**config.mk**
```make
export PLATFORM = sky130hd
export DESIGN_NAME = arith_serial_sched
export DESIGN_NICKNAME = d
export VERILOG_FILES = /design/src/rtl/arith_serial_sched.sv
export SDC_FILE = /design/constraint.sdc
export NUM_CORES = 1
export LEC_CHECK = 0
export ABC_CLOCK_PERIOD_IN_PS = 2250
export CAP_MARGIN = 20
export CORE_MARGIN = 3
export CORE_UTILIZATION = 25
export DETAILED_ROUTE_END_ITERATION = 10
export PLACE_DENSITY_LB_ADDON = 0.15
export SETUP_SLACK_MARGIN = 0.3
export SYNTH_ARGS = -nofsm -noshare
export SYNTH_HDL_FRONTEND = slang
export SYNTH_SLANG_ARGS = --single-unit
```
**constraint.sdc**
```tcl
create_clock -name clk -period 2.25 [get_ports clk]
set_input_delay 0.5625 -clock clk [delete_from_list [all_inputs] [get_ports clk]]
set_output_delay 0.5625 -clock clk [all_outputs]
set_load 0.005 [all_outputs]
```
**src/rtl/arith_serial_sched.sv**
```systemverilog
// arith_serial_sched: two-client round-robin front end for a shared
// bit-serial arithmetic cell (ADD / SUB / AND / XOR), LSB first, W cycles
// per operation, W+2 cycles per service slot.
module arith_serial_sched #(
   parameter int unsigned W = 8
) (
   input  logic         clk,
   input  logic         rst,
   input  logic         req0,
   input  logic         req1,
   input  logic [1:0]   op0,
   input  logic [1:0]   op1,
   input  logic [W-1:0] a0,
   input  logic [W-1:0] b0,
   input  logic [W-1:0] a1,
   input  logic [W-1:0] b1,
   output logic         gnt0,
   output logic         gnt1,
   output logic         busy,
   output logic         done,
   output logic         done_id,
   output logic [W-1:0] result,
   output logic         carry
);

   localparam int unsigned CW = $clog2(W);

   typedef enum logic [1:0] {
      S_IDLE = 2'b00,
      S_RUN  = 2'b01,
      S_DONE = 2'b10
   } state_t;

   typedef enum logic [1:0] {
      OP_ADD = 2'b00,
      OP_SUB = 2'b01,
      OP_AND = 2'b10,
      OP_XOR = 2'b11
   } op_t;

   state_t         state_q,  state_d;
   op_t            op_q,     op_d;
   logic [W-1:0]   a_sh_q,   a_sh_d;
   logic [W-1:0]   b_sh_q,   b_sh_d;
   logic [W-1:0]   res_sh_q, res_sh_d;
   logic [CW-1:0]  cnt_q,    cnt_d;
   logic           cy_q,     cy_d;
   logic           id_q,     id_d;
   logic           last_q,   last_d;
   logic [W-1:0]   result_q, result_d;
   logic           carry_q,  carry_d;
   logic           done_id_q, done_id_d;

   logic           a_bit;
   logic           b_bit;
   logic           s_bit;
   logic           c_next;

   // Round-robin grant, only offered in IDLE and never during reset.
   always_comb begin
      gnt0 = 1'b0;
      gnt1 = 1'b0;
      if (!rst && state_q == S_IDLE) begin
         if (req0 && req1) begin
            gnt0 = last_q;
            gnt1 = ~last_q;
         end else begin
            gnt0 = req0;
            gnt1 = req1;
         end
      end
   end

   // One-bit arithmetic cell; SUB is ADD with b inverted and carry-in 1.
   always_comb begin
      a_bit  = a_sh_q[0];
      b_bit  = (op_q == OP_SUB) ? ~b_sh_q[0] : b_sh_q[0];
      s_bit  = 1'b0;
      c_next = 1'b0;
      case (op_q)
         OP_ADD, OP_SUB: begin
            s_bit  = a_bit ^ b_bit ^ cy_q;
            c_next = (a_bit & b_bit) | (a_bit & cy_q) | (b_bit & cy_q);
         end
         OP_AND: s_bit = a_bit & b_bit;
         OP_XOR: s_bit = a_bit ^ b_bit;
         default: ;
      endcase
   end

   // Next-state and datapath sequencing.
   always_comb begin
      state_d   = state_q;
      op_d      = op_q;
      a_sh_d    = a_sh_q;
      b_sh_d    = b_sh_q;
      res_sh_d  = res_sh_q;
      cnt_d     = cnt_q;
      cy_d      = cy_q;
      id_d      = id_q;
      last_d    = last_q;
      result_d  = result_q;
      carry_d   = carry_q;
      done_id_d = done_id_q;
      case (state_q)
         S_IDLE: begin
            if (gnt0 || gnt1) begin
               op_d     = gnt1 ? op_t'(op1) : op_t'(op0);
               a_sh_d   = gnt1 ? a1 : a0;
               b_sh_d   = gnt1 ? b1 : b0;
               cy_d     = ((gnt1 ? op1 : op0) == OP_SUB);
               id_d     = gnt1;
               res_sh_d = '0;
               cnt_d    = '0;
               state_d  = S_RUN;
            end
         end
         S_RUN: begin
            a_sh_d   = {1'b0, a_sh_q[W-1:1]};
            b_sh_d   = {1'b0, b_sh_q[W-1:1]};
            res_sh_d = {s_bit, res_sh_q[W-1:1]};
            cy_d     = c_next;
            cnt_d    = cnt_q + CW'(1);
            if (cnt_q == CW'(W - 1)) begin
               // Outputs are registered on the edge entering DONE so they
               // change together with the rising done pulse.
               result_d  = {s_bit, res_sh_q[W-1:1]};
               carry_d   = c_next;
               done_id_d = id_q;
               state_d   = S_DONE;
            end
         end
         S_DONE: begin
            last_d  = id_q;
            state_d = S_IDLE;
         end
         default: state_d = S_IDLE;
      endcase
   end

   // State and datapath registers with synchronous reset.
   always_ff @(posedge clk) begin
      if (rst) begin
         state_q   <= S_IDLE;
         op_q      <= OP_ADD;
         a_sh_q    <= '0;
         b_sh_q    <= '0;
         res_sh_q  <= '0;
         cnt_q     <= '0;
         cy_q      <= 1'b0;
         id_q      <= 1'b0;
         last_q    <= 1'b1;
         result_q  <= '0;
         carry_q   <= 1'b0;
         done_id_q <= 1'b0;
      end else begin
         state_q   <= state_d;
         op_q      <= op_d;
         a_sh_q    <= a_sh_d;
         b_sh_q    <= b_sh_d;
         res_sh_q  <= res_sh_d;
         cnt_q     <= cnt_d;
         cy_q      <= cy_d;
         id_q      <= id_d;
         last_q    <= last_d;
         result_q  <= result_d;
         carry_q   <= carry_d;
         done_id_q <= done_id_d;
      end
   end

   // Status outputs decoded from the state register.
   always_comb begin
      busy    = (state_q != S_IDLE);
      done    = (state_q == S_DONE);
      result  = result_q;
      carry   = carry_q;
      done_id = done_id_q;
   end

endmodule

```
After elaboration in Yosys (flattened, before gate mapping) --
Index checks and enable logic that the tools add are counted.
Storage, ports and cells: output and inout bits 14, register bits after elaboration 44, word-level logic and storage cells 67, input bits 40
Operators by class: multiplexer cells 23, eq/ne operators 9, add/subtract/negate cells 1, reductions and logical operators 13, bitwise gates (word level) 9
Operators with widths (count):
- $pmux W8 S2 | 3
- $mux W8 | 5
- $reduce_and A2 Y1 | 4
- $mux W1 | 7
- $eq A2 B1 Y1 const B | 3
- $eq A2 B2 Y1 const B | 3
- $mux W2 | 3
- $pmux W3 S2 | 1
- $logic_not A2 Y1 | 2
- $pmux W2 S2 | 1
- $reduce_bool A2 Y1 | 2
- $add A3 B1 Y3 const B | 1
- $and A1 B1 Y1 | 3
- $eq A3 B3 Y1 const B | 1
- $mux W3 | 1
- $pmux W1 S3 | 1
- $logic_and A1 B1 Y1 | 2
- $ne A2 B1 Y1 const B | 1
- $ne A2 B2 Y1 const B | 1
- $not A1 Y1 | 2
- $or A1 B1 Y1 | 2
- $pmux W1 S2 | 1
- $reduce_or A2 Y1 | 1
- $xor A1 B1 Y1 | 2
- 2 further kinds | 2

Longest topological paths before layout --
word-level depth 7, gate-level depth with buffers 7

Worst setup path after synthesis --
Ideal clock, no wire load.
path type in2out, start input port req0, end output port gnt1, arrival time 1.298 ns, stages on the path 4, data required time 1.688 ns, slack 0.389 ns, cells stage by stage buf_2 a21bo_2 buf_4 nor3_1
Between the ends: word-level cells in the longest chain between the ends 3
RTL lines:
- start, declared | RTL line 9 | input logic req0,
- $logic_and A1 B1 Y1 | RTL line 64 | if (req0 && req1) begin
- $mux W1 | RTL line 64
- $mux W1 | RTL line 63 | if (!rst && state_q == S_IDLE) begin
- end, declared | RTL line 18 | output logic gnt1,
No other way between the ends.

Final worst setup path --
start input port req1, end output port gnt0
Between the ends: word-level cells in the longest chain between the ends 3
RTL lines:
- start, declared | RTL line 10 | input logic req1,
- $logic_and A1 B1 Y1 | RTL line 64
- $mux W1 | RTL line 64
- $mux W1 | RTL line 63
- end, declared | RTL line 17 | output logic gnt0,
No other way between the ends.

==> results.sh <==
export IMPL_synth_most_common_cell="nand2_1"
export IMPL_syn_area_sq_um=1980
export IMPL_fillers=782
export IMPL_dieArea_sq_um=9020
export IMPL_finalNonFillerCells=388
export IMPL_clk_pin_slew_ps=80
export IMPL_antenna_found_initial=0
export IMPL_dp_hpwl_microns=3400
export IMPL_cts_buffers=5
export IMPL_clock_sinks=43
export IMPL_worstSkewPairLatency_ps=290
export IMPL_area_growth_pct=39.2
export IMPL_coreArea_sq_um=7450
export IMPL_tightest_slew_ps=565
export IMPL_wire_per_inst_microns=12.6
export IMPL_yosysSeqAreaShare_pct=43.5
export IMPL_synth_ff_type="dfxtp_1"
export IMPL_fin_ws_ps=336
export IMPL_worstSetupEndpointType="output pin"
export IMPL_num_io_pins=54
export IMPL_relSlewSlack_pct=62.3
export IMPL_crit_fanout=3
export IMPL_syn_inst=235
export IMPL_num_vias=1793
export IMPL_placedCellCount=380
export IMPL_drc_errors=0
export IMPL_hp_class="flip-flop to flip-flop"
export IMPL_cts_setup_buffers=0
export IMPL_drive_gt1_share_pct=12.8
export IMPL_htree_levels=2
export IMPL_grt_pass1_wl_microns=8330
export IMPL_synthesis_nets=279
export IMPL_vdd_ir_drop_worst_uv=283
export IMPL_syn_area_per_cell_sq_um=8.42
export IMPL_port_buffers=53
export IMPL_slew_viol_final=0
export IMPL_p_leak_nw=1.02
export IMPL_max_freq_mhz=522
export IMPL_fin_crit_ps=1910
export IMPL_setup_viol=0
export IMPL_overflow=0
export IMPL_startpoint_type="primary input"
export IMPL_post_drt_via_cell_ratio=4.62
export IMPL_cts_hold_buffers_added=0
export IMPL_fin_setup_tns_ps=0
export IMPL_rsz0062_at_grt="yes"
export IMPL_grt_pass1_vias=1731
export IMPL_yosys_top_cells_area="dfxtp_1 (44%), nand2_1 (12%), a21oi_1 (9.6%)"
export IMPL_cp_arrival_ps=1350
export IMPL_synthDistinctLibCells=36
export IMPL_n_antenna_cell=0
export IMPL_ant_nets=0
export IMPL_initial_core_util_pct=26.6
export IMPL_cpPeakStageDelay_ps=230
export IMPL_total_power_mw=1.77
export IMPL_nets=332
export IMPL_grt_max_degree=32
export IMPL_cts_tree="built"
export IMPL_drtIter0Drc=84
export IMPL_synth_seq_cells=43
export IMPL_status="finished, final reports clean"
export IMPL_row_count=31
export IMPL_yosys_warnings=0
export IMPL_crit_type="primary input to output pin"
export IMPL_max_cap_violations=0
export IMPL_routed_wl_microns=4900
export IMPL_synth_edff_count=0
export IMPL_synth_async_reset_ratio_pct=0
export IMPL_clock_tree_buffer_depth=2
export IMPL_post_route_util_pct=37.0
export IMPL_die_y_microns=95.0
export IMPL_crit_chain="clkdlybuf4s15_2 -> or2b_1 -> and3_1 -> clkdlybuf4s15_1"
export IMPL_synth_commonest_cells="nand2_1 (61), dfxtp_1 (43), a21oi_1 (38)"
export IMPL_cts_root_buf="clkbuf_8"
export IMPL_first_pass_iters=6
export IMPL_synth_top_area_share_pct=43.5
export IMPL_gp_congestion=0.654
export IMPL_hold_viol=0
export IMPL_yosys_area_top_type="dfxtp_1"
export IMPL_clock_skew_ps=5.08
export IMPL_die_w_microns=95.0
export IMPL_crit_required_ps=1690
export IMPL_finalCritPeriodShare_pct=85.1
export IMPL_slowest_stage="or2b_1"
export IMPL_power_density_nw_per_um2=643
export IMPL_pre_cts_ws_ps=-299
export IMPL_track_usage_pct=11.6
path summary, 6_finish.rpt:
path | slack (ps) | cells past startpoint | start | endpoint
worst min register to register | 460 | 2 | res_sh_q[1] | result[0]
worst max-delay path | 340 | 4 | req1 | gnt0
worst max register to register | 580 | 7 | op_q[1] | cy_q
worst min-delay path | 460 | 2 | res_sh_q[1] | result[0]
worst max-delay path, delay by kind of cell:
family                 cells  cell delay (ps)
buffers and inverters      2              380
and+or+nand+nor            2              410
cells in the final DEF (no fill, tap or decap), types with 2 or more instances in the layout:
master           Yosys  routed
dlygate4sd2_1        0       2
nor2b_1              3       2
dfxtp_1             43      41
nand2b_1             3       3
o31ai_1              2       2
nand2_1             61      61
nor2_1               9       9
a221o_1             14      14
inv_1                3       3
a311oi_2             3       3
buf_12               0       2
nor3_1               4       3
nor3_2               1       2
clkbuf_8             0       6
clkdlybuf4s50_1      0      46
nand3_1             11      11
buf_4                5       8
ha_1                 3       3
nor3b_1              2       2
a21oi_1             38      38
where the power goes:
| part | switching, mW | internal [mW] |
|---|---|---|
| Clock | 0.265 | 0.359 |
| Sequential | 0.0336 | 0.805 |
| Combinational | 0.146 | 0.162 |
layer usage:
| layer | routed length, microns | track usage [%] |
|---|---|---|
| met4 | 47 | 3.61 |
| met5 | 0 | 0 |
| met3 | 224 | 2.63 |
| met2 | 2200 | 18.1 |
| met1 | 2420 | 15.8 |
logic make-up after synthesis:
family	after synthesis	synth area share (%)
fa+ha+maj	4	2.91
buf+inv	21	6.45
flops	43	43.5
xor+xnor	1	0.443
compound gates	64	23.3
mux	2	1.08
simple gates	100	22.3
layout make-up:
| class | instances | area [sq um] | area share (%) |
|---|---|---|---|
| timing repair buffer | 64 | 633 | 23.0 |
| clock buffer | 6 | 82.6 | 3.00 |
| inverter | 3 | 11.3 | 0.409 |
| tap | 99 | 124 | 4.50 |
| sequential | 43 | 866 | 31.4 |
| clock inverter | 2 | 35.0 | 1.27 |
| multi-input combinational | 171 | 1000 | 36.4 |
flip-flops by register name (all words and copies together) (netlist names):
name and count:
op_q 2, a_sh_q 8, result 8, last_q 1
cnt_q 3, carry 1, id_q 1, b_sh_q 8
cy_q 1, state_q 2, done_id 1, res_sh_q 7
repair_timing:
item / in CTS / in global routing
setup endpoints to repair: 18 / 3
pin swaps: 0 / 2
resized for setup: 18 / 4
gates cloned: 0 / 0
stage by stage:
step / hold WS (ps) / cell area (sq um)
finish: 459 / 2750
global placement: 449 / 2620
CTS: 463 / 2760
detailed placement: 451 / 2620
global route: 476 / 2750
floorplan: 432 / 1980
Power figures use the tool's default switching activity.
